<file path="src/rtl/alu_mc.sv">
// Multi-cycle MIPS ALU: registered single-cycle ops plus iterative mulu/divu with HI/LO results.
// Define ALU_MC_DIV_EN to build the restoring divider; otherwise divu flags dz with lo=hi=0.
module alu_mc #(
    parameter int unsigned  WIDTH = 32,
    localparam int unsigned CNT_W = $clog2(WIDTH) + 1
) (
    input  logic             clk,
    input  logic             rst_n,
    input  logic             i_in_valid,
    output logic             o_in_ready,
    input  logic [2:0]       i_op,
    input  logic [WIDTH-1:0] i_a,
    input  logic [WIDTH-1:0] i_b,
    output logic             o_out_valid,
    input  logic             i_out_ready,
    output logic [WIDTH-1:0] o_lo,
    output logic [WIDTH-1:0] o_hi,
    output logic             o_zero,
    output logic             o_dz,
    output logic             o_busy
);
    localparam logic [2:0] OP_AND  = 3'b000;
    localparam logic [2:0] OP_OR   = 3'b001;
    localparam logic [2:0] OP_ADD  = 3'b010;
    localparam logic [2:0] OP_MULU = 3'b011;
    localparam logic [2:0] OP_DIVU = 3'b100;
    localparam logic [2:0] OP_XOR  = 3'b101;
    localparam logic [2:0] OP_SUB  = 3'b110;
    localparam logic [2:0] OP_SLT  = 3'b111;

    typedef enum logic [1:0] {StIdle, StBusy, StDone} state_t;

    state_t           r_state;
    logic [CNT_W-1:0] r_cnt;
    logic [WIDTH-1:0] r_a;
    logic [WIDTH-1:0] r_lo;
    logic [WIDTH-1:0] r_hi;
    logic             r_dz;
`ifdef ALU_MC_DIV_EN
    logic             r_div;
    logic [WIDTH:0]   w_div_sh;
`endif

    logic             w_accept;
    logic             w_iter;
    logic [WIDTH-1:0] w_sc_lo;
    logic [WIDTH-1:0] w_sc_hi;
    logic             w_sc_dz;
    logic [WIDTH:0]   w_mul_sum;
    logic [WIDTH-1:0] w_step_lo;
    logic [WIDTH-1:0] w_step_hi;

    assign o_in_ready  = (r_state == StIdle) || ((r_state == StDone) && i_out_ready);
    assign w_accept    = i_in_valid && o_in_ready;
    assign o_out_valid = (r_state == StDone);
    assign o_busy      = (r_state == StBusy);
    assign o_lo        = r_lo;
    assign o_hi        = r_hi;
    assign o_dz        = r_dz;
    assign o_zero      = (r_lo == '0);

    // Result of a request that completes without iterating.
    always_comb begin
        w_sc_lo = '0;
        w_sc_hi = '0;
        w_sc_dz = 1'b0;
        w_iter  = 1'b0;
        case (i_op)
            OP_ADD:  w_sc_lo = i_a + i_b;
            OP_SUB:  w_sc_lo = i_a + ~i_b + WIDTH'(1);
            OP_AND:  w_sc_lo = i_a & i_b;
            OP_OR:   w_sc_lo = i_a | i_b;
            OP_XOR:  w_sc_lo = i_a ^ i_b;
            OP_SLT:  w_sc_lo = WIDTH'($signed(i_a) < $signed(i_b));
            OP_MULU: w_iter = 1'b1;
            OP_DIVU: begin
`ifdef ALU_MC_DIV_EN
                if (i_b == '0) begin
                    w_sc_lo = '1;
                    w_sc_hi = i_a;
                    w_sc_dz = 1'b1;
                end else begin
                    w_iter = 1'b1;
                end
`else
                w_sc_dz = 1'b1;
`endif
            end
            default: ;
        endcase
    end

    // One iteration: shift-add multiply step, or restoring divide step on {hi,lo}.
    always_comb begin
        w_mul_sum = {1'b0, r_hi} + (r_lo[0] ? {1'b0, r_a} : '0);
        w_step_hi = w_mul_sum[WIDTH:1];
        w_step_lo = {w_mul_sum[0], r_lo[WIDTH-1:1]};
`ifdef ALU_MC_DIV_EN
        w_div_sh = {r_hi, r_lo[WIDTH-1]};
        if (r_div) begin
            if (w_div_sh >= {1'b0, r_a}) begin
                w_step_hi = w_div_sh[WIDTH-1:0] - r_a;
                w_step_lo = {r_lo[WIDTH-2:0], 1'b1};
            end else begin
                w_step_hi = w_div_sh[WIDTH-1:0];
                w_step_lo = {r_lo[WIDTH-2:0], 1'b0};
            end
        end
`endif
    end

    always_ff @(posedge clk or negedge rst_n) begin
        if (!rst_n) begin
            r_state <= StIdle;
            r_cnt   <= '0;
            r_a     <= '0;
            r_lo    <= '0;
            r_hi    <= '0;
            r_dz    <= 1'b0;
`ifdef ALU_MC_DIV_EN
            r_div   <= 1'b0;
`endif
        end else if (w_accept) begin
            r_cnt <= '0;
            r_dz  <= w_sc_dz;
            if (w_iter) begin
                r_state <= StBusy;
                r_hi    <= '0;
`ifdef ALU_MC_DIV_EN
                r_div   <= (i_op == OP_DIVU);
                r_a     <= (i_op == OP_DIVU) ? i_b : i_a;
                r_lo    <= (i_op == OP_DIVU) ? i_a : i_b;
`else
                r_a     <= i_a;
                r_lo    <= i_b;
`endif
            end else begin
                r_state <= StDone;
                r_lo    <= w_sc_lo;
                r_hi    <= w_sc_hi;
            end
        end else if (r_state == StBusy) begin
            r_lo  <= w_step_lo;
            r_hi  <= w_step_hi;
            r_cnt <= r_cnt + CNT_W'(1);
            if (r_cnt == CNT_W'(WIDTH - 1)) begin
                r_state <= StDone;
            end
        end else if ((r_state == StDone) && i_out_ready) begin
            r_state <= StIdle;
        end
    end

endmodule

</file>
<file path="config.mk">
export PLATFORM = sky130hd
export DESIGN_NAME = alu_mc
export DESIGN_NICKNAME = d
export VERILOG_FILES = /design/src/rtl/alu_mc.sv
export SDC_FILE = /design/constraint.sdc
export NUM_CORES = 1
export LEC_CHECK = 0
export ABC_AREA = 0
export ABC_CLOCK_PERIOD_IN_PS = 3000
export BUFFER_PORTS_ARGS = -buffer_cell sky130_fd_sc_hd__buf_2
export CORE_MARGIN = 10
export CORE_UTILIZATION = 44
export CTS_CLUSTER_DIAMETER = 100
export CTS_CLUSTER_SIZE = 25
export DETAILED_ROUTE_END_ITERATION = 10
export GPL_TIMING_DRIVEN = 0
export PLACE_DENSITY = 0.75
export SLEW_MARGIN = 10
export SYNTH_ARGS = -nofsm -noshare
export SYNTH_HDL_FRONTEND = slang
export SYNTH_SLANG_ARGS = --single-unit
</file>
<file path="constraint.sdc">
create_clock -name clk -period 3 [get_ports clk]
set_input_delay 0.15 -clock clk [delete_from_list [all_inputs] [get_ports clk]]
set_output_delay 0.15 -clock clk [all_outputs]
set_load 0.03 [all_outputs]
</file>
==> impl_metrics.json <==
{
  "use_met2": 0.433,
  "synthCells": 1475,
  "die_area_mm2": 0.0332,
  "synth_top_cell_area_share": 0.227,
  "die_y_um": 182,
  "core_area_mm2": 0.0260,
  "hold_path_class": "input pin to register",
  "fin_crit_sh": 1.06,
  "syn-cell-area_mm2": 0.0116,
  "power_switching_uw": 4760,
  "cp_max_fo": 10,
  "syn-num-nets": 1685,
  "violations": "negative setup slack",
  "combPwrFrac": 0.573,
  "total_power_uw": 9280,
  "critPathSlowestCell": "dfrtp_2",
  "vias": 12800,
  "sw_frac_of_total": 0.512,
  "worstHoldStart": "i_b[9]",
  "first_iter_violations": 1702,
  "path_depth": 11,
  "synth_area_leaders": "dfrtp_1, ha_1, a21oi_1",
  "drc": 0,
  "routedWlPerCell_um": 24.7,
  "clkTransAtPathRegs_ns": 0.09,
  "reg2reg_depth": 11,
  "crit_buf_inv": 1,
  "r2r_start": "o_lo[0]",
  "reg2reg_slack_ns": -0.18,
  "setup_viol": 5,
  "hpwl_mm": 37.3,
  "row_count": 59,
  "grt_use_total": 0.279,
  "rsz0062_at_grt": "true",
  "utilization": 0.522,
  "hold_path_depth": 3,
  "start_util": 0.445,
  "tightestPinTransition_ns": 1.10,
  "ys.warnings.count": 0,
  "finalClockSkew_ns": 0.0142,
  "relSlewSlack": 0.269,
  "power-per-cell-area_mw_per_mm2": 685,
  "nets": 1851,
  "area.growth.synth_to_final_pct": 17.1,
  "yosys.area.top_type": "dfrtp_1",
  "die_w_um": 182,
  "gp_congestion": 1.02,
  "final_area_mm2": 0.0136,
  "slew_viol_final": 0,
  "cts_tree": "built",
  "use_met1": 0.359,
  "cp_data_arrival_time_ns": 3.42,
  "port_buffers": 138,
  "synthArstFlopShare": 1.00,
  "root_buffer": "clkbuf_16",
  "cp.required_ns": 3.24,
  "cts_sinks": 105,
  "critPathKind": "register to register",
  "avgViaCountPerCell": 6.45,
  "path_cells": "buf_4 > and2_1 > ha_1 > o311ai_1 > nor2_1 > a211oi_4 > o21ai_4 > a221o_1 > a21oi_2 > xor2_1 > o21ai_1",
  "drv_cap": 0,
  "h-tree-depth": 3,
  "grt_pass1_vias": 12100,
  "antenna_found_initial": 3,
  "final.fill_count": 2554,
  "fmaxAchievable_ghz": 0.315,
  "drt_pass1_iterations": 8,
  "cp_top_family": "compound AO/OA/AOI/OAI gates",
  "clk_latency_ns": 0.38,
  "synth_area_per_cell_um2": 7.85,
  "status": "complete, but fails checks",
  "grt_max_degree": 81,
  "setup_slack_ns": -0.179,
  "synth_seq_cells": 105,
  "use_met3": 0.0682,
  "clk_path_buf_depth": 2,
  "seqPwrFrac": 0.282,
  "timing.critical_path.from": "o_lo[0]",
  "ys.flop_type": "dfrtp_1",
  "ir_drop_uv": 501,
  "start_kind": "register",
  "place_area_mm2": 0.0127,
  "clkPwrFrac": 0.146,
  "top_usage_layer": "met2",
  "leakage_uw": 0.00627,
  "cts_buffers": 9,
  "synth_cell_types": 80,
  "finalHoldViolCount": 0,
  "crit_path_end_kind": "register",
  "fin_crit_ns": 3.18,
  "ant_nets": 0,
  "synth_edf_count": 0,
  "drive_gt1_frac": 0.186,
  "ys_seq_area_frac": 0.227,
  "diodes": 0,
  "p_int_uw": 4520,
  "grt.overflow.total": 0,
  "cp_slowest_stage_delay_ns": 0.48,
  "grt_first_pass_wirelength_mm": 73.0,
  "ios": 140,
  "wl_mm": 49.0
}
power groups by stage:
| stage | sequential, uW | combinational [uW] | clock (uW) |
|---|---|---|---|
| global route | 2660 | 5660 | 1400 |
| finish | 2610 | 5310 | 1350 |
| floorplan | 3010 | 2730 | 0 |
| CTS | 2570 | 5060 | 1370 |
| global placement | 2580 | 4850 | 0 |
| detailed placement | 2600 | 4930 | 0 |
worst paths after layout:
path / to
worst max-delay path: o_hi[28]
worst min-delay path: o_lo[9]
worst max register to register: o_hi[28]
worst min register to register: o_dz
max in group asynchronous: r_a[17]
min in group asynchronous: o_hi[26]
area by class of cell:
class / instances / area, um^2 / area share
multi-input combinational: 1165 / 8500 / 0.627
buffer: 85 / 367 / 0.0271
clock buffer: 9 / 225 / 0.0166
tap: 335 / 419 / 0.0309
sequential: 105 / 2630 / 0.194
clock inverter: 7 / 95.1 / 0.00702
timing repair buffer: 158 / 877 / 0.0647
inverter: 117 / 442 / 0.0326
worst min-delay path, cell delays in order:
cell and delay, ns:
buf_2 0.12, nand2_1 0.05, a31oi_1 0.07
cells in the final DEF (no fill, tap or decap), types with 35 or more instances in the layout:
| master | netlist | routed |
|---|---|---|
| buf_2 | 11 | 148 |
| ha_1 | 136 | 127 |
| a21oi_1 | 120 | 112 |
| inv_1 | 111 | 109 |
| nand2_1 | 109 | 108 |
| nor2_1 | 110 | 107 |
| dfrtp_1 | 105 | 104 |
| o21ai_0 | 102 | 98 |
| clkbuf_1 | 67 | 56 |
| xnor2_1 | 39 | 39 |
| and2_1 | 36 | 35 |
| nand3_1 | 35 | 35 |
cells by family after synthesis:
family | Yosys count | synth area share
buffers and inverters | 205 | 0.0684
AOI/OAI and AO/OA | 498 | 0.289
adders and majority gates | 139 | 0.152
xor gates and xnor gates | 55 | 0.0416
muxes | 48 | 0.0453
and+or+nand+nor | 425 | 0.176
DFF | 105 | 0.227
synthesized netlist by cell type, drive strengths merged, types with 4 or more instances:
library cell and count:
o2111ai 5, o21ai 114, and2 36, o31ai 12
or3 7, o311ai 6, a21o 34, nand4 15
nor3 31, nor2b 17, o21a 6, mux2i 13
o221ai 10, clkbuf 68, o211ai 14, a221o 10
o22a 4, nand3 35, o22ai 15, xnor2 39
a31oi 24, a211oi 38, mux2 35, a21boi 10
dfrtp 105, or2 9, xor2 16, buf 20
nor4 18, nor2 111, nand2b 14, a21oi 120
nand2 109, ha 136, a211o 7, inv 115
a221oi 21, and3 17, o21bai 12, a311oi 4
a22oi 8, a22o 5
timing repair:
action                                  CTS  global route
setup buffers                             7            11
hold buffers                              1             0
pin swaps                                16            24
resized for setup                        30            55
endpoints found under the setup margin   44            33
hold endpoints to repair                 25             0
metrics by stage:
stage / setup TNS [ns] / instances / hold WS (ns) / worst slack (ns)
after floorplan: -0.0119 / 1475 / -0.146 / -0.0119
after global placement: -7.84 / 1948 / 0.421 / -0.510
after detailed placement: -9.71 / 1949 / 0.0353 / -0.623
after CTS: -0.128 / 1970 / 0.0495 / -0.107
after global routing: -1.07 / 1981 / 0.0770 / -0.291
final: -0.355 / 1981 / 0.0554 / -0.179
metal layers:
metal / wire, um / vias up
met3: 5460 / 209
met4: 2620 / 4
met2: 21300 / 833
met1: 19600 / 6042
li1: - / 5681
met5: 34 / -
registers in the layout, indices dropped and copies added, names as in the netlist:
| signal | flops |
|---|---|
| o_hi | 32 |
| o_lo | 32 |
| r_a | 32 |
| r_cnt | 6 |
| r_state | 2 |
| o_dz | 1 |
(Power assumes the default switching activity.)
